<file path="config.mk">
export PLATFORM = sky130hd
export DESIGN_NAME = tone_sequencer
export DESIGN_NICKNAME = d
export VERILOG_FILES = /design/src/rtl/tone_pkg.sv /design/src/rtl/note_rom.sv /design/src/rtl/tone_sequencer.sv
export SDC_FILE = /design/constraint.sdc
export NUM_CORES = 1
export LEC_CHECK = 0
export ABC_AREA = 0
export CELL_PAD_IN_SITES_DETAIL_PLACEMENT = 1
export CELL_PAD_IN_SITES_GLOBAL_PLACEMENT = 1
export CORE_ASPECT_RATIO = 0.5
export CORE_UTILIZATION = 40
export CTS_BUF_LIST = sky130_fd_sc_hd__clkbuf_4 sky130_fd_sc_hd__clkbuf_8
export CTS_CLUSTER_SIZE = 20
export DETAILED_ROUTE_END_ITERATION = 8
export PLACE_DENSITY_LB_ADDON = 0.08
export SLEW_MARGIN = 20
export SYNTH_ARGS = -nofsm -noshare
export SYNTH_HDL_FRONTEND = slang
export SYNTH_HIERARCHICAL = 1
export SYNTH_SLANG_ARGS = --single-unit
</file>
<file path="constraint.sdc">
create_clock -name clk -period 3.6 [get_ports clk]
set_clock_uncertainty 0.2 [all_clocks]
set_input_delay 0.54 -clock clk [delete_from_list [all_inputs] [get_ports clk]]
set_output_delay 0.54 -clock clk [all_outputs]
set_load 0.01 [all_outputs]
</file>
<file path="src/rtl/tone_pkg.sv">
// Shared types, divisor constants and note-code decoding for the tone sequencer.
package tone_pkg;

    typedef enum logic [1:0] {
        IDLE,
        LIVE,
        SONG
    } state_t;

    typedef logic [2:0] note_t;

    localparam int unsigned CLK_HZ = 100000;

    localparam logic [7:0] DIV_A4 = 8'd112;
    localparam logic [7:0] DIV_B4 = 8'd100;
    localparam logic [7:0] DIV_C5 = 8'd94;
    localparam logic [7:0] DIV_D5 = 8'd84;
    localparam logic [7:0] DIV_E5 = 8'd74;
    localparam logic [7:0] DIV_F5 = 8'd70;
    localparam logic [7:0] DIV_G5 = 8'd62;

    // Code 0 is a rest; it decodes to 0 and is never enabled.
    function automatic logic [7:0] note_div(input note_t code);
        logic [7:0] d;
        case (code)
            3'd1:    d = DIV_A4;
            3'd2:    d = DIV_B4;
            3'd3:    d = DIV_C5;
            3'd4:    d = DIV_D5;
            3'd5:    d = DIV_E5;
            3'd6:    d = DIV_F5;
            3'd7:    d = DIV_G5;
            default: d = '0;
        endcase
        return d;
    endfunction

endpackage

</file>
<file path="src/rtl/note_rom.sv">
// Combinational 8-step melody table; swap the contents here to change the tune.
module note_rom
    import tone_pkg::*;
(
    input  logic [2:0] addr,
    output note_t      code
);

    always_comb begin
        case (addr)
            3'd0:    code = 3'd3;
            3'd1:    code = 3'd4;
            3'd2:    code = 3'd5;
            3'd3:    code = 3'd3;
            3'd4:    code = 3'd0;
            3'd5:    code = 3'd7;
            3'd6:    code = 3'd5;
            default: code = 3'd1;
        endcase
    end

endmodule

</file>
<file path="src/rtl/tone_sequencer.sv">
// Tone generator control: live keys override an 8-step ROM melody.
// Define TONE_SEQ_GAP_EN to silence the tail of each melody step.
module tone_sequencer
    import tone_pkg::*;
#(
    parameter int unsigned STEP_TICKS = 25000,
    parameter int unsigned GAP_TICKS  = 2500,
    parameter int unsigned DIV_W      = 8
) (
    input  logic             clk,
    input  logic             rst,
    input  logic [6:0]       keys,
    input  logic             play,
    input  logic             loop,
    output logic [DIV_W-1:0] tone_div,
    output logic             tone_en,
    output logic             busy,
    output logic [2:0]       step
);

    localparam int unsigned    TW        = $clog2(STEP_TICKS);
    localparam logic [TW-1:0]  TICK_LAST = TW'(STEP_TICKS - 1);

    state_t        state;
    logic [TW-1:0] tick;
    logic [TW-1:0] tick_nxt;
    logic [2:0]    step_nxt;
    logic          tick_last;
    logic          song_end;
    logic          in_gap;
    note_t         song_code;
    note_t         key_code;

    note_rom u_rom (
        .addr (step_nxt),
        .code (song_code)
    );

    // Outputs are registered, so the ROM is addressed with the step the
    // registers are about to hold rather than the current one.
    always_comb begin
        tick_last = (tick == TICK_LAST);
        song_end  = tick_last && (step == 3'd7) && !loop;
        tick_nxt  = '0;
        step_nxt  = '0;
        if (state == SONG) begin
            tick_nxt = tick_last ? '0 : tick + 1'b1;
            step_nxt = tick_last ? step + 3'd1 : step;
        end
`ifdef TONE_SEQ_GAP_EN
        in_gap = (tick_nxt >= TW'(STEP_TICKS - GAP_TICKS));
`else
        in_gap = 1'b0;
`endif
    end

    // Lowest bit scanned first so the highest asserted bit (A4) wins.
    always_comb begin
        key_code = '0;
        for (int unsigned i = 0; i < 7; i++) begin
            if (keys[i]) key_code = note_t'(7 - i);
        end
    end

    always_ff @(posedge clk) begin
        if (rst) begin
            state    <= IDLE;
            tick     <= '0;
            step     <= '0;
            tone_div <= '0;
            tone_en  <= 1'b0;
            busy     <= 1'b0;
        end else if (|keys) begin
            state    <= LIVE;
            tick     <= '0;
            step     <= '0;
            tone_div <= DIV_W'(note_div(key_code));
            tone_en  <= 1'b1;
            busy     <= 1'b1;
        end else begin
            case (state)
                IDLE: begin
                    if (play) begin
                        state    <= SONG;
                        tick     <= '0;
                        step     <= '0;
                        tone_div <= DIV_W'(note_div(song_code));
                        tone_en  <= (song_code != '0) && !in_gap;
                        busy     <= 1'b1;
                    end else begin
                        tone_div <= '0;
                        tone_en  <= 1'b0;
                        busy     <= 1'b0;
                    end
                end
                SONG: begin
                    if (song_end) begin
                        state    <= IDLE;
                        tick     <= '0;
                        step     <= '0;
                        tone_div <= '0;
                        tone_en  <= 1'b0;
                        busy     <= 1'b0;
                    end else begin
                        tick     <= tick_nxt;
                        step     <= step_nxt;
                        tone_div <= DIV_W'(note_div(song_code));
                        tone_en  <= (song_code != '0) && !in_gap;
                        busy     <= 1'b1;
                    end
                end
                default: begin
                    state    <= IDLE;
                    tick     <= '0;
                    step     <= '0;
                    tone_div <= '0;
                    tone_en  <= 1'b0;
                    busy     <= 1'b0;
                end
            endcase
        end
    end

endmodule

</file>
# ---- Yosys cells after proc, flatten, opt, wreduce, memory -nomap -nowiden
# Index checks and enable logic that the tools add are counted.
dict set report word_totals {
  register_bits 30
  in_bits 11
  out_inout_bits 13
  word_cells 83
}
dict set report classes {
  add_sub_neg 2
  n_eq_ne 27
  mux 35
  n_reduce_logical 12
}
# operator n
set ops {}
lappend ops {{case mux 7 bit (7 select lines)} 2}
lappend ops {{2-to-1 mux 15 bit} 3}
lappend ops {{== test 3 bit (second input constant)} 12}
lappend ops {{2-to-1 mux 3 bit} 11}
lappend ops {{case mux 15 bit (2 select lines)} 1}
lappend ops {{2-to-1 mux 8 bit} 3}
lappend ops {{== test 3 x 2 -> 1 bit (second input constant)} 6}
lappend ops {{case mux 8 bit (2 select lines)} 1}
lappend ops {{adder 15 x 1 -> 15 bit (second input constant)} 1}
lappend ops {{== test 15 bit (second input constant)} 1}
lappend ops {{case mux 3 bit (5 select lines)} 1}
lappend ops {{== test 3 x 1 -> 1 bit (second input constant)} 3}
lappend ops {{OR reduction 8 bit} 1}
lappend ops {{2-to-1 mux 1 bit} 7}
lappend ops {{OR reduction 7 bit} 1}
lappend ops {{case mux 3 bit (2 select lines)} 1}
lappend ops {{2-to-1 mux 2 bit} 2}
lappend ops {{!= test 2 bit (second input constant)} 2}
lappend ops {{case mux 1 bit (2 select lines)} 2}
lappend ops {{case mux 2 bit (2 select lines)} 1}
lappend ops {{AND reduction 2 bit} 2}
lappend ops {{OR reduction 2 bit} 2}
lappend ops {{adder 3 x 1 -> 3 bit (second input constant)} 1}
lappend ops {{logical NOT 3 bit} 1}
lappend ops {{7 further kinds} 8}

# ---- Longest topological paths before layout
# Gate-level depths: netlist of the first run.
dict set report depth {
  word_depth 11
  ltp_mapped 12
  ltp_nobuf 11
}

# ---- Modules after synthesis
# The synthesis of the first run kept the hierarchy.
# module instances cells_each area_each_um2 seq_area_each_um2
set by_module_without_submodules {}
lappend by_module_without_submodules {tone_sequencer 1 178 1536.5 560.5}
lappend by_module_without_submodules {note_rom 1 5 36.3 0.0}

# ---- Worst setup path before layout of the first run
# No wires, ideal clock.
dict set report synth_timing {
  kind {register -> register}
  startpoint {register tick[5]}
  endpoint {register tone_div[4]}
  setup_time_ns 0.075
  t_arrival_ns 2.596
  required_ns 3.325
  path_slack_ns 0.729
  stages_incl_launch_ff 12
  n_path_buf 1
  synth_period_minus_slack_ns 2.871
  cell_sequence {dfxtp_1 -> nor4bb_1 -> and4_1 -> buf_2 -> mux2i_1 -> nor2_1 -> xor2_1 -> o21ai_0 -> nor2b_1 -> xnor2_1 -> or3_1 -> o22ai_1}
}
dict set report synth_between {
  elab_chain_cells 11
  elab_cells_between_ends 27
  classes_between {eq/ne: 14; mux: 8; reduce/logical: 5}
}
# element line
set synth_rtl {}
lappend synth_rtl {{start: declaration} tone_sequencer.sv:25} ;# logic [TW-1:0] tick;
lappend synth_rtl {{start signal: assignment} tone_sequencer.sv:105} ;# tick <= tick_nxt;
lappend synth_rtl {{== test 15 bit *} tone_sequencer.sv:42} ;# tick_last = (tick == TICK_LAST);
lappend synth_rtl {{2-to-1 mux 3 bit *} tone_sequencer.sv:48} ;# step_nxt = tick_last ? step + 3'd1 : step;
lappend synth_rtl {{2-to-1 mux 3 bit *} tone_sequencer.sv:46} ;# if (state == SONG) begin
lappend synth_rtl {{via step_nxt[2]} tone_sequencer.sv:27} ;# logic [2:0] step_nxt;
lappend synth_rtl {{== test 3 x 2 -> 1 bit (tied with other cells)} note_rom.sv:10} ;# case (addr)
lappend synth_rtl {{OR reduction 2 bit (no line)} n/a}
lappend synth_rtl {{case mux 3 bit (5 select lines) *} note_rom.sv:10}
lappend synth_rtl {{via song_code[1]} tone_sequencer.sv:31} ;# note_t song_code;
lappend synth_rtl {{== test 3 bit (tied with other cells)} tone_pkg.sv:25} ;# case (code)
lappend synth_rtl {{case mux 7 bit (7 select lines) *} tone_pkg.sv:25}
lappend synth_rtl {{2-to-1 mux 8 bit, on equally long branches} {tone_sequencer.sv:97, tone_sequencer.sv:83}}
lappend synth_rtl {{case mux 8 bit (2 select lines) *} tone_sequencer.sv:81} ;# case (state)
lappend synth_rtl {{2-to-1 mux 8 bit *} tone_sequencer.sv:73} ;# end else if (|keys) begin
lappend synth_rtl {{end signal: assignment} tone_sequencer.sv:77} ;# tone_div <= DIV_W'(note_div(key_code));
lappend synth_rtl {{end signal: assignment} tone_sequencer.sv:87} ;# tone_div <= DIV_W'(note_div(song_code));
lappend synth_rtl {{end signal: assignment} tone_sequencer.sv:107} ;# tone_div <= DIV_W'(note_div(song_code));
lappend synth_rtl {{end: declaration} tone_sequencer.sv:15} ;# output logic [DIV_W-1:0] tone_div,
# Mark *: on every way through the listed nets, which the timed path passes. The rest lies on a longest branch.
# A chain may end at the register's enable or synchronous reset.

# ---- Final worst setup path of the first run
# Same ends and word-level chain as after synthesis.

==> impl_metrics.csv, run 1 <==
group,metric,value,unit
outcome,outcome,"complete, no violations",
clocking,post_cts_buffers,0,
min_path,hold_path_class,"reg -> reg",
sta,slew_violations,0,
clocking,cts_hold_buf,0,
sta,rsz0062_at_grt,"no",
placement,place_area,0.00183,sq mm
placement,dp_slack,0.587,ns
floorplanning,pin_count,24,
grt,grt_pass1_vias,1358,
clocking,cts_tree,"done",
setup_path,critPathMaxFanout,9,
layout,diodes,0,
setup_path,cp.required,3.60,ns
floorplanning,die_x,90.7,microns
sta,period_minus_slack,3.12,ns
logic_synthesis,synthCells,183,
floorplanning,die_area,0.00420,sq mm
logic_synthesis,syn-cell-area,0.00157,sq mm
grt,grt_use_met1,22.8,%
route,num_vias,1402,
clocking,clock_path_buffers,2,
layout,fin_area,0.00187,sq mm
floorplanning,core_area,0.00358,sq mm
route,ant_nets,0,
grt,grtUsageMet3,3.96,%
setup_path,cp-start-kind,"register",
floorplanning,die_h,46.3,microns
placement,port_buffers,21,
layout,seq_area,561,sq um
grt,top_usage_layer,"met2",
logic_synthesis,ys_types,51,
sta,worst_pin_slew,0.770,ns
logic_synthesis,synth_top_family_by_area,"simple AND/OR/NAND/NOR gates",
layout,final.fill_count,437,
clocking,clkSlewWorstSetupHoldPaths,0.09,ns
route,firstDrtPassIters,4,
grt,grt_pass1_wl,6220,microns
logic_synthesis,synth_top_cell_area_share,35.6,%
layout,drive_above_1_share,7.80,%
sta,setup_violations,0,
logic_synthesis,yosysWarnings,6,
route,wl_per_cell,14.3,microns
sta,relSlewSlack,48.2,%
setup_path,path_delay_family,"simple AND/OR/NAND/NOR gates",
logic_synthesis,synth_compound_area_share,17.3,%
logic_synthesis,synth-simple-area-share,31.3,%
clocking,ctsHtreeMaxLevel,1,
route,drt-total-wl,3670,microns
sta,min_period_over_period,86.7,%
grt,grt_use_total,18.9,%
setup_path,cp_cell_sequence,"nor4bb_1 -> and4_1 -> mux2i_1 -> nor2_1 -> xor2_1 -> nor2b_1 -> xnor2_1 -> or3_1 -> o22ai_1",
logic_synthesis,netlist_top_cells_count,"dfxtp_1 (28), nor2_1 (27), a21oi_1 (10), xnor2_1 (9)",
placement,gp_congestion,0.777,
logic_synthesis,ys.flop_type,"dfxtp_1",
route,first_iter_violations,24,
clocking,cts_inserted_buffers,3,
setup_path,critPathBufInv,0,
logic_synthesis,synthAdderAreaFrac,2.39,%
logic_synthesis,synth_xor_area_share,7.80,%
setup_path,setup.worst_path.end_class,"register",
logic_synthesis,async_flop_share,0,%
logic_synthesis,synth_mux_area_share,1.91,%
setup_path,path_class,"reg -> reg",
power,leakage,0.582,nW
layout,utilization,52.2,%
logic_synthesis,ys_ff_latch,28,
placement,place_hpwl,2810,microns
power,power_density,289,mW/mm^2
grt,grt_overflow_total,0,
layout,multi_input_area,961,sq um
power,power,540,uW
logic_synthesis,synth_most_common_cell,"dfxtp_1",
sta,finalHoldViolCount,0,
power,peakVddDrop,122,uV
route,vias_per_cell,5.48,
grt,grt_max_degree,15,
sta,fmax,320,MHz
logic_synthesis,synth_top_area_cell,"dfxtp_1",
setup_path,crit_arrival,3.12,ns
sta,fin_ws,0.480,ns
layout,finalNetCount,221,
logic_synthesis,synth.area.top_cells,"dfxtp_1 (36%), nor2_1 (6.4%), xnor2_1 (5.0%), a21oi_1 (3.2%), xor2_1 (2.8%)",
route,route.detailed.drc,0,
grt,antenna_found_initial,0,
layout,areaGrowthSynthToFinish,18.9,%
setup_path,rrSetupSlack,0.48,ns
setup_path,cpPeakStageDelay,0.48,ns
sta,fin_tns_setup,0,ns
flow_run,cap_violations,0,
grt,use_met2,36.1,%
setup_path,worst_path_max_delay_cell,"and4_1",
clocking,clkSinkCount,28,
logic_synthesis,ys_seq_area_share,35.6,%
clocking,cts_root_buf,"clkbuf_8",
clocking,clock_latency,0.27,ns
floorplanning,initial_utilization,43.9,%
floorplanning,num_rows,15,
logic_synthesis,syn_avg_cell_area,8.59,sq um
logic_synthesis,synth_edf_count,0,
clocking,cts_resized,0,
==> logic make-up (layout without fill, tap and decap cells) <==
group                      Yosys count  after routing
muxes                                3              3
adders and majority gates            3              3
other                                1              2
and+or+nand+nor                     85             85
DFF                                 28             28
buffers and inverters               10             31
xor gates and xnor gates            14             14
AOI/OAI and AO/OA                   39             39
==> metal layers <==
metal  vias to the layer above  wire length, microns
met5                         -                     0
met4                         0                    24
met3                         4                    92
met2                        19                  1760
met1                       674                  1790
li1                        705                     -
==> path summary, 6_finish.rpt <==
kind | from | cells after the start | end
worst max-delay path | tick[5]$_SDFFE_PP0P_ | 9 | tone_div[4]$_SDFF_PP0_
worst min-delay path | tick[14]$_SDFFE_PP0P_ | 2 | tick[14]$_SDFFE_PP0P_
worst max register to register | tick[5]$_SDFFE_PP0P_ | 9 | tone_div[4]$_SDFF_PP0_
worst min register to register | tick[14]$_SDFFE_PP0P_ | 2 | tick[14]$_SDFFE_PP0P_
==> through the flow <==
stage | instances | hold slack (ns)
floorplan | 184 | 0.254
global placement | 253 | 0.264
detailed placement | 253 | 0.285
CTS | 256 | 0.297
global route | 256 | 0.333
finish | 256 | 0.294
==> where the power goes <==
part | switching, mW | internal (mW) | total [mW]
Combinational | 0.0255 | 0.0273 | 0.0528
Sequential | 0.00233 | 0.315 | 0.318
Clock | 0.0943 | 0.0752 | 0.170
==> cell type report <==
cell class                      instances  share of cell area [%]
Tap cell                               51                    3.41
Multi-Input combinational cell        146                    51.4
Inverter                                5                    1.00
Timing Repair Buffer                   23                    12.0
Clock buffer                            3                    2.21
Sequential cell                        28                    30.0
==> cells in the final DEF (no fill, tap or decap), types with 2 or more instances in the layout <==
cell type / n
dfxtp_1: 28
nor2_1: 27
clkdlybuf4s50_1: 21
a21oi_1: 10
xnor2_1: 9
nor3_1: 7
o21ai_0: 7
nand2_1: 6
nor2b_1: 5
xor2_1: 5
inv_1: 5
o211ai_1: 5
nand4_1: 4
nand2b_1: 4
nand3_1: 4
or3_1: 4
mux2i_1: 3
or4_1: 3
o31ai_1: 3
ha_1: 3
clkbuf_8: 3
nor4_1: 2
or4_4: 2
nor3b_1: 2
nand3b_1: 2
a21boi_0: 2
o22ai_1: 2
or2_2: 2
conb_1: 2
buf_4: 2
==> registers in the layout (all words and copies together), names as in the netlist <==
signal and count:
tone_div 6, tone_en 1, busy 1, state 2, step 3, tick 15
==> worst reg2reg max path, cell delays in order, from the launching register on <==
cell	delay [ns]
dfxtp_1	0.40
nor4bb_1	0.40
and4_1	0.48
mux2i_1	0.13
nor2_1	0.24
xor2_1	0.47
nor2b_1	0.22
xnor2_1	0.07
or3_1	0.31
o22ai_1	0.12
(Power assumes the default switching activity.)
==> run 2: changes to the inputs <==
- CORE_MARGIN: not set -> 1.5
- RECOVER_POWER: not set -> 50
==> run 2 against run 1 <==
Net effect: count of clock-buffer cells in the layout unchanged; via count is 0.71% lower; combinational power decreased by 6.4%; worst hold slack improved by 0.013 ns; critical endpoint unchanged; highest routed layer unchanged.
==> impl_metrics.csv, run 2 (synthesis gave the netlist of run 1 again) <==
group,metric,value,unit
outcome,outcome,"complete, no violations",
clocking,post_cts_buffers,0,
setup_path,worst_path_max_delay_cell,"and4_1",
layout,areaGrowthSynthToFinish,18.0,%
route,ant_nets,0,
clocking,cts_inserted_buffers,3,
clocking,clock_path_buffers,2,
route,first_iter_violations,35,
clocking,ctsHtreeMaxLevel,1,
clocking,cts_root_buf,"clkbuf_8",
floorplanning,initial_utilization,43.6,%
layout,diodes,0,
floorplanning,die_x,91.7,microns
power,leakage,0.596,nW
route,wl_per_cell,15.0,microns
sta,fmax,322,MHz
setup_path,critPathMaxFanout,9,
sta,relSlewSlack,38.9,%
clocking,cts_tree,"done",
grt,grt_use_total,18.6,%
power,power_density,290,mW/mm^2
setup_path,path_class,"reg -> reg",
placement,placedCellCount,253,
placement,port_buffers,21,
layout,mostFrequentLayoutCell,"dfxtp_1",
layout,regMostFlops,"tick",
placement,place_hpwl,2910,microns
clocking,cts_resized,0,
sta,setup_violations,0,
power,pwr-share-comb,9.2,%
floorplanning,pin_count,24,
sta,fin_tns_setup,0,ns
layout,reg_top3,"tick: 15 flops, tone_div: 6 flops, step: 3 flops",
sta,finalHoldViolCount,0,
floorplanning,die_area,0.00434,sq mm
layout,largest_reg_flops,15,
route,vias_per_cell,5.44,
floorplanning,num_rows,15,
clocking,clkSinkCount,28,
flow_run,cap_violations,0,
setup_path,cp.required,3.60,ns
setup_path,setup.worst_path.end_class,"register",
sta,rsz0062_at_grt,"no",
setup_path,cpPeakStageDelay,0.49,ns
power,pwr-share-clk,31.8,%
grt,grt_max_degree,15,
setup_path,crit_top_cell,"xnor2_1",
grt,grt_pass1_wl,6180,microns
power,pwr-share-seq,59.0,%
floorplanning,die_h,47.3,microns
power,peakVddDrop,136,uV
sta,period_minus_slack,3.11,ns
layout,final_cell_mix,"dfxtp_1 (28), nor2_1 (27), dlygate4sd3_1 (13)",
setup_path,cp_cell_sequence,"nor4bb_1 -> and4_1 -> xnor2_1 -> nor2_1 -> xor2_1 -> nor2b_1 -> xnor2_1 -> or3_1 -> o22ai_1",
route,route.detailed.drc,0,
setup_path,crit_arrival,3.11,ns
setup_path,critPathBufInv,0,
min_path,hold_path_class,"reg -> reg",
route,drt-total-wl,3840,microns
route,firstDrtPassIters,3,
sta,min_period_over_period,86.4,%
route,num_vias,1392,
grt,grt_overflow_total,0,
layout,finalNetCount,221,
setup_path,path_delay_family,"simple AND/OR/NAND/NOR gates",
sta,slew_violations,0,
power,p_int,415,uW
setup_path,cp-start-kind,"register",
sta,worst_pin_slew,0.907,ns
grt,grt_pass1_vias,1356,
layout,drive_above_1_share,7.32,%
clocking,clock_latency,0.28,ns
clocking,cts_hold_buf,0,
power,power_switching,123,uW
placement,gp_congestion,0.759,
power,swShare,22.9,%
clocking,clkSlewWorstSetupHoldPaths,0.10,ns
floorplanning,core_area,0.00360,sq mm
layout,final_cells,256,
grt,antenna_found_initial,0,
run 2: cell count changes in the layout (fill, tap and decap cells not counted):
cell | previous run | this run
clkdlybuf4s50_1 | 21 | 8
dlygate4sd3_1 | 0 | 13
buf_4 | 2 | 1
clkbuf_1 | 0 | 1
o41ai_2 | 0 | 1
o41ai_4 | 1 | 0
run 2: final cells by class:
class	count	area [sq um]
fill	440	1750
timing repair buffer	23	221
inverter	5	18.8
multi-input combinational	146	950
clock buffer	3	41.3
sequential	28	561
tap	51	63.8
run 2: tightest hold or removal path, stage by stage, from the launching register on:
cell and delay, ns:
dfxtp_1 0.33, o21ai_0 0.07, a21oi_1 0.06
run 2: power groups by stage:
stage          combinational [mW]  clock (mW)  sequential (mW)
2_1_floorplan              0.0212           0            0.327
6_report                   0.0494       0.171            0.317
5_1_grt                    0.0536       0.189            0.318
3_5_place_dp               0.0529           0            0.325
4_1_cts                    0.0535       0.178            0.318
3_3_place_gp               0.0522           0            0.325
run 2: path summary, 6_finish.rpt:
| path | from | endpoint | slack, ns | cells after the start |
|---|---|---|---|---|
| worst max-delay path | tick[5]$_SDFFE_PP0P_ | tone_div[4]$_SDFF_PP0_ | 0.49 | 9 |
| worst min-delay path | tick[14]$_SDFFE_PP0P_ | tick[14]$_SDFFE_PP0P_ | 0.31 | 2 |
| worst max register to register | tick[5]$_SDFFE_PP0P_ | tone_div[4]$_SDFF_PP0_ | 0.49 | 9 |
| worst min register to register | tick[14]$_SDFFE_PP0P_ | tick[14]$_SDFFE_PP0P_ | 0.31 | 2 |
run 2: per-layer routing:
layer  share of wire (%)  up-vias  wire length, microns  track usage, %
met1                  49      670                  1870            21.9
met5                   0        -                     0               0
met3                 2.6        2                   100            4.21
met2                  48       16                  1860            36.9
li1                    -      704                     -               -
met4                0.49        0                    19            2.81
run 2: per-stage QoR:
step	power [mW]	hold slack (ns)	utilization [%]	cell area (sq um)	worst slack [ns]
after floorplan	0.349	0.254	-	1580	0.729
after global placement	0.377	0.265	50.8	1830	0.726
after detailed placement	0.378	0.289	50.8	1830	0.555
after CTS	0.550	0.302	51.9	1870	0.504
after global routing	0.561	0.359	51.5	1860	0.187
final	0.538	0.307	51.5	1860	0.491
==> run 3: changes to the inputs <==
- GPL_TIMING_DRIVEN: not set -> 0
- SYNTH_HIERARCHICAL: 1 -> not set
==> run 3 against run 2 <==
Net effect: setup slack better by 0.10 ns; via count rose by 1.9%; worst hold slack lost 0.027 ns; count of clock-buffer cells in the layout increased by 1; final cell count up 6.6%; critical path type unchanged.
==> impl_metrics.csv, run 3 <==
group,metric,value,unit
setup_path,critPathMaxFanout,10,
layout,fin_area,0.00194,sq mm
flow_run,cap_violations,0,
grt,grt_use_total,18.2,%
placement,port_buffers,20,
layout,final_cell_mix,"nor2_1 (35), dfxtp_1 (28), nand2_1 (19)",
logic_synthesis,synth_top_cell_area_share,34.8,%
route,route.detailed.drc,0,
setup_path,cp-start-kind,"register",
clocking,cts_tree,"done",
layout,areaGrowthSynthToFinish,20.3,%
power,leakage,0.730,nW
grt,grt_pass1_wl,6250,microns
min_path,hold_path_class,"reg -> reg",
clocking,clock_path_buffers,2,
grt,grt_pass1_vias,1407,
sta,timing.hold.ws,0.280,ns
logic_synthesis,ys.flop_type,"dfxtp_1",
sta,relSlewSlack,41.3,%
floorplanning,die_area,0.00444,sq mm
grt,grt_overflow_total,0,
min_path,hold_end,"tick[14]$_SDFFE_PP0P_",
floorplanning,initial_utilization,41.5,%
sta,rsz0062_at_grt,"no",
sta,fin_tns_setup,0,ns
route,num_vias,1418,
grt,antenna_found_initial,0,
setup_path,path_class,"reg -> reg",
outcome,outcome,"complete, no violations",
route,ant_nets,0,
layout,largest_reg_flops,15,
sta,setup_violations,0,
floorplanning,die_h,47.9,microns
clocking,cts_root_buf,"clkbuf_8",
setup_path,r2r_start,"tick[4]$_SDFFE_PP0P_",
grt,grt_max_degree,16,
power,power_density,289,mW/mm^2
sta,slew_violations,0,
clocking,cts_hold_buf,0,
layout,reg_top3,"tick: 15 flops, tone_div: 6 flops, step: 3 flops",
logic_synthesis,synthCells,194,
setup_path,crit_arrival,2.96,ns
placement,gp_congestion,0.740,
clocking,cts_resized,0,
layout,utilization,49.9,%
layout,finalNetCount,239,
logic_synthesis,yosysWarnings,0,
power,peakVddDrop,123,uV
clocking,ctsHtreeMaxLevel,1,
logic_synthesis,netlist_top_cells_count,"nor2_1 (35), dfxtp_1 (28), nand2_1 (19), a21oi_1 (9), nand3_1 (9)",
layout,drive_above_1_share,6.85,%
logic_synthesis,ys_seq_area_share,34.8,%
logic_synthesis,synth_most_common_cell,"nor2_1",
logic_synthesis,synth_edf_count,0,
power,power,559,uW
logic_synthesis,ys_types,42,
sta,fmax,333,MHz
sta,finalHoldViolCount,0,
layout,diodes,0,
clocking,cts_inserted_buffers,3,
route,wl_per_cell,13.7,microns
logic_synthesis,syn_avg_cell_area,8.30,sq um
sta,period_minus_slack,3.01,ns
logic_synthesis,syn-cell-area,0.00161,sq mm
logic_synthesis,async_flop_share,0,%
setup_path,rrSetupSlack,0.59,ns
setup_path,reg2reg_depth,11,
min_path,hold_start,"tick[14]$_SDFFE_PP0P_",
logic_synthesis,ys_ff_latch,28,
route,firstDrtPassIters,3,
setup_path,cp.required,3.56,ns
floorplanning,pin_count,24,
layout,mostFrequentLayoutCell,"nor2_1",
clocking,clock_latency,0.28,ns
placement,place_hpwl,2930,microns
placement,place_area,0.00188,sq mm
clocking,clkSlewWorstSetupHoldPaths,0.10,ns
clocking,clkSinkCount,28,
logic_synthesis,synth_top_area_cell,"dfxtp_1",
sta,worst_pin_slew,0.873,ns
sta,min_period_over_period,83.5,%
min_path,hold_path_depth,1,
route,first_iter_violations,26,
layout,regMostFlops,"tick",
logic_synthesis,synth.area.top_cells,"dfxtp_1 (35%), nor2_1 (8.2%), ha_1 (6.2%), nand2_1 (4.4%), xor2_1 (4.4%)",
floorplanning,die_x,92.7,microns
layout,seq_area,561,sq um
floorplanning,num_rows,16,
layout,multi_input_area,993,sq um
setup_path,r2r-end,"tone_div[2]$_SDFF_PP0_",
route,vias_per_cell,5.19,
floorplanning,core_area,0.00388,sq mm
setup_path,setup.worst_path.end_class,"register",
route,drt-total-wl,3730,microns
layout,final.fill_count,479,
clocking,post_cts_buffers,0,
## run 3: cell types whose count changed after synthesis, moves of 3 or more
cell / before / now
nand2_1: 6 / 19
nor2_1: 27 / 35
xnor2_1: 9 / 2
ha_1: 3 / 8
nand3_1: 4 / 9
clkbuf_1: 0 / 4
o211ai_1: 5 / 1
and2_1: 1 / 4
inv_1: 5 / 8
nor2b_1: 5 / 2
nor3_1: 7 / 4
o31ai_1: 3 / 0
xor2_1: 5 / 8
## run 3: per-layer routing
layer,up-vias,global-route usage [%],routed length (microns)
met2,18,36.5,1830
li1,724,-,-
met1,674,20.9,1770
met3,2,4.29,105
met4,0,3.33,21
met5,-,0,0
## run 3: worst max-delay path: stages, from the launching register on
cell,delay [ns]
dfxtp_1,0.38
nor4b_4,0.35
nand4b_4,0.25
mux2i_1,0.17
nor2_1,0.26
inv_1,0.13
ha_1,0.25
nor2_1,0.15
nand2_1,0.07
mux2_2,0.30
o211ai_1,0.24
o32ai_1,0.11
## run 3: final cells by class
| type | instances | share of cell area, % |
|---|---|---|
| Multi-Input combinational cell | 153 | 51.3 |
| Sequential cell | 28 | 28.9 |
| Timing Repair Buffer | 20 | 10.3 |
| Tap cell | 54 | 3.49 |
| Clock buffer | 4 | 2.84 |
| Buffer | 6 | 1.55 |
| Inverter | 8 | 1.55 |
## run 3: cell families after synthesis
group / count (synthesis) / synth area share [%]
AND/OR/NAND/NOR: 91 / 30.2
AO/OA/AOI/OAI: 36 / 14.5
buffers and inverters: 14 / 3.73
other: 1 / 0.233
flip-flops: 28 / 34.8
multiplexers: 6 / 4.89
XOR/XNOR: 10 / 5.44
adder cells (fa/ha/maj): 8 / 6.22
## run 3: through the flow
step	setup WS [ns]	cells
after detailed placement	0.579	269
after CTS	0.561	273
after global placement	0.653	269
after floorplan	0.997	195
after global routing	0.239	273
final	0.594	273
## run 3: worst max-delay path by stage
stage | from | end
after global routing | tick[0]$_SDFFE_PP0P_ | tone_div[2]$_SDFF_PP0_
after CTS | tick[4]$_SDFFE_PP0P_ | tone_div[2]$_SDFF_PP0_
after detailed placement | keys[5] | tone_div[6]$_SDFF_PP0_
after floorplan | tick[4]$_SDFFE_PP0P_ | tone_div[2]$_SDFF_PP0_
final | tick[4]$_SDFFE_PP0P_ | tone_div[2]$_SDFF_PP0_
after global placement | keys[5] | tone_div[6]$_SDFF_PP0_
## run 3: where the power goes
group | switching (mW) | internal (mW)
Clock | 0.0997 | 0.0980
Combinational | 0.0217 | 0.0227
Sequential | 0.00194 | 0.315
==> edit 1: new RTL, flow settings as in run 2 <==
Change the parameter `STEP_TICKS` from 25000 to 50000.
--- a/src/rtl/tone_sequencer.sv
+++ b/src/rtl/tone_sequencer.sv
@@ -4,5 +4,5 @@
     import tone_pkg::*;
 #(
-    parameter int unsigned STEP_TICKS = 25000,
+    parameter int unsigned STEP_TICKS = 50000,
     parameter int unsigned GAP_TICKS  = 2500,
     parameter int unsigned DIV_W      = 8
Check against the original RTL: same outputs for any inputs over 10 cycles, from zero or initial values and one cycle with rst high; that may be too few to reach the edited logic, so the function may still have changed.
==> edit 1 against run 2 <==
  * Critical endpoint unchanged
  * Synthesized area is 2.5% lower
  * Synthesized cell count is 2.2% higher
  * Utilization is 1.3 points higher
  * Setup slack worse by 0.10 ns
  * Largest cell class unchanged
  * Wire length is 1.5% lower
  * Cell area is 0.88% higher
  * Power is 21% higher
  * Sequential cell count is 1 higher
==> edit 1: results (changes against run 2) <==
multi-input combinational area share=0.483 (-0.0285); Worst VDD drop=0.148 mV (+9.2%); Static Leakage=0.666 nW (+12%); share of layout cells above drive strength 1=0.0566 (-0.0166); H-tree levels=2 (+1); first-pass GRT wire length=6.28 mm (+1.7%); total power=0.651 mW (+21%); WL met3=114 um (+14%); FF-to-FF Start=tick[0]; DP Worst Slack=0.255 ns (-0.300 ns); hold path endpoint=tick[13]; non-clock buffer count in the final layout=22 (-4.3%); placed cell count=256 (+1.2%); FF+latch count=29 (+3.6%); comb_multi_in=149 (+2.1%); Yosys cell types=41 (-20%); CP Max Fanout=7 (-2); Synth area leaders=dfxtp_1 38%, nor2_1 8.3%, xor2_1 5.7%; HPWL Detailed=2.90 mm (about the same); NumNets Final=226 (+2.3%); status=finished, final reports clean; reg-to-reg setup timing slack=0.39 ns (-0.10 ns); switching pwr=0.143 mW (+16%); met2 routed WL=1.85 mm (-0.32%); final std cells w/o fill=263 (+2.7%); routed len/inst=14.4 um (-4.2%); slowest stage delay, CP=0.40 ns (-0.09 ns); wl on met1=1.77 mm (-5.5%); DR vias/cell=5.44 (about the same)
## edit 1: kinds of logic after synthesis
family	count (synthesis)	share of synthesized area
AOI/OAI and AO/OA	37	0.146
DFF	29	0.378
muxes	3	0.0196
other	1	0.00244
buffers and inverters	10	0.0302
adders and majority gates	3	0.0245
and+or+nand+nor	90	0.319
xor gates and xnor gates	14	0.0799
## edit 1: worst register-to-register path: stages, from the launching register on
cell and delay, ns:
dfxtp_1 0.40, ha_1 0.23, and3_1 0.20, nand4_2 0.20
nor2_4 0.25, xnor2_1 0.09, nor2_1 0.25, xor2_1 0.14
o21ai_1 0.40, nor2b_1 0.11, xnor2_1 0.13, or4_1 0.40
a21oi_1 0.14
## edit 1: worst max-delay path by stage
stage,start,end,slack [ns]
2_1_floorplan,tick[0],tone_div[4],0.62
3_3_place_gp,tick[0],tone_div[4],0.46
3_5_place_dp,tick[0],tone_div[4],0.25
4_1_cts,tick[0],tone_div[4],0.17
5_1_grt,tick[0],tone_div[4],0.10
6_report,tick[0],tone_div[4],0.39
==> edit 2: new RTL, flow settings as in run 2 <==
Without the edit above. The 3 states of `state_t` get a one-hot encoding in 3 bits.
--- a/src/rtl/tone_pkg.sv
+++ b/src/rtl/tone_pkg.sv
@@ -2,8 +2,8 @@
 package tone_pkg;
 
-    typedef enum logic [1:0] {
-        IDLE,
-        LIVE,
-        SONG
+    typedef enum logic [2:0] {
+        IDLE = 3'b001,
+        LIVE = 3'b010,
+        SONG = 3'b100
     } state_t;
 
Function: same outputs for any inputs over 10 cycles, from zero or initial values and one cycle with rst high; not proved beyond that.
==> edit 2 against run 2 <==
  * Sequential cell count grew 1
  * Power grew 22%
  * Cell area up 5.5%
  * Setup slack lost 0.052 ns
  * Die area rose by 5.1%
  * Synthesized area is 5.3% higher
  * Combinational power decreased by 0.8%
  * Wire length grew 5.8%
  * Largest cell class unchanged
==> edit 2: results (changes against run 2) <==
Seq pwr share=0.503 (-0.087); fraction of area in non-clock buffers=0.113 (-0.00625); routability cong.=0.807 (+6.2%); FF-to-FF Start=tick[0]; sequential area share after synthesis=0.350 (-0.00595); vias in the first global route=1,468 (+8.3%); Synth area leaders=dfxtp_1 35%, nor2_1 5.4%, xor2_1 4.8%; HPWL Detailed=3.02 mm (+4.1%); inverters=6 (+1); Yosys cell types=49 (-3.9%); Worst VDD drop=0.143 mV (+5.5%); CP Max Fanout=7 (-2); clkbuf count=7 (+4); most instantiated cells after synthesis=29 x dfxtp_1, 24 x nor2_1, 15 x nand2_1; status=finished, final reports clean; share of layout cells above drive strength 1=0.0822 (+0.00902); switching power share of the total=0.222 (-0.00702); hold path endpoint=step[1]; GRT met3 Usage=0.0550 (+0.0130); Worst-path clk slew=0.06 ns (-0.04 ns); Largest regs=tick: 15 flops, tone_div: 6 flops; multi-input combinational area share=0.498 (-0.0134); hold path start=step[1]; area of placed instances=0.00189 sq mm (+3.1%); Final clock-cell share=0.0460 (+0.0238); DR vias/cell=5.34 (-1.8%); slowest stage delay, CP=0.37 ns (-0.12 ns); routed len/inst=14.9 um (-0.81%); slowest CP cell=dfxtp_1; Detailed Route WL=4.07 mm (+5.8%); largest net degree at the start of global routing=12 (-3); first-pass GRT wire length=6.92 mm (+12%); comb_multi_in=154 (+5.5%)
## edit 2: worst max-delay path by stage
stage,startpoint,to,slack [ns]
floorplan,tick[3],tone_div[6],0.79
global placement,tick[0],tone_div[6],0.61
detailed placement,tick[0],tone_div[5],0.41
CTS,tick[0],tone_div[5],0.39
global route,tick[1],tone_div[6],0.05
finish,tick[0],tone_div[6],0.44
## edit 2: repair_timing
| item | CTS | global route |
|---|---|---|
| endpoints found under the setup margin | 0 | 2 |
| gates resized for setup | 0 | 1 |
| hold buffers | 0 | 0 |
## edit 2: logic make-up (layout without fill, tap and decap cells)
| family | after synthesis | in the layout | share of synthesized area |
|---|---|---|---|
| and+or+nand+nor | 95 | 95 | 0.344 |
| muxes | 1 | 1 | 0.00604 |
| AOI/OAI and AO/OA | 38 | 38 | 0.140 |
| DFF | 29 | 29 | 0.350 |
| other | 1 | 2 | 0.00226 |
| adders and majority gates | 3 | 3 | 0.0227 |
| buffers and inverters | 14 | 36 | 0.0544 |
| xor gates and xnor gates | 15 | 15 | 0.0793 |
## edit 2: metrics by stage
| step | setup slack (ns) | hold slack [ns] | utilization |
|---|---|---|---|
| floorplan | 0.795 | 0.271 | - |
| global placement | 0.612 | 0.305 | 0.478 |
| detailed placement | 0.413 | 0.321 | 0.478 |
| CTS | 0.393 | 0.330 | 0.501 |
| global route | 0.0541 | 0.357 | 0.497 |
| finish | 0.439 | 0.321 | 0.497 |
## edit 2: metal layers
| metal | part of all wire | vias to the layer above |
|---|---|---|
| met5 | 0 | - |
| met4 | 0.0079 | 0 |
| met3 | 0.043 | 5 |
| met2 | 0.47 | 24 |
| met1 | 0.48 | 694 |
| li1 | - | 735 |
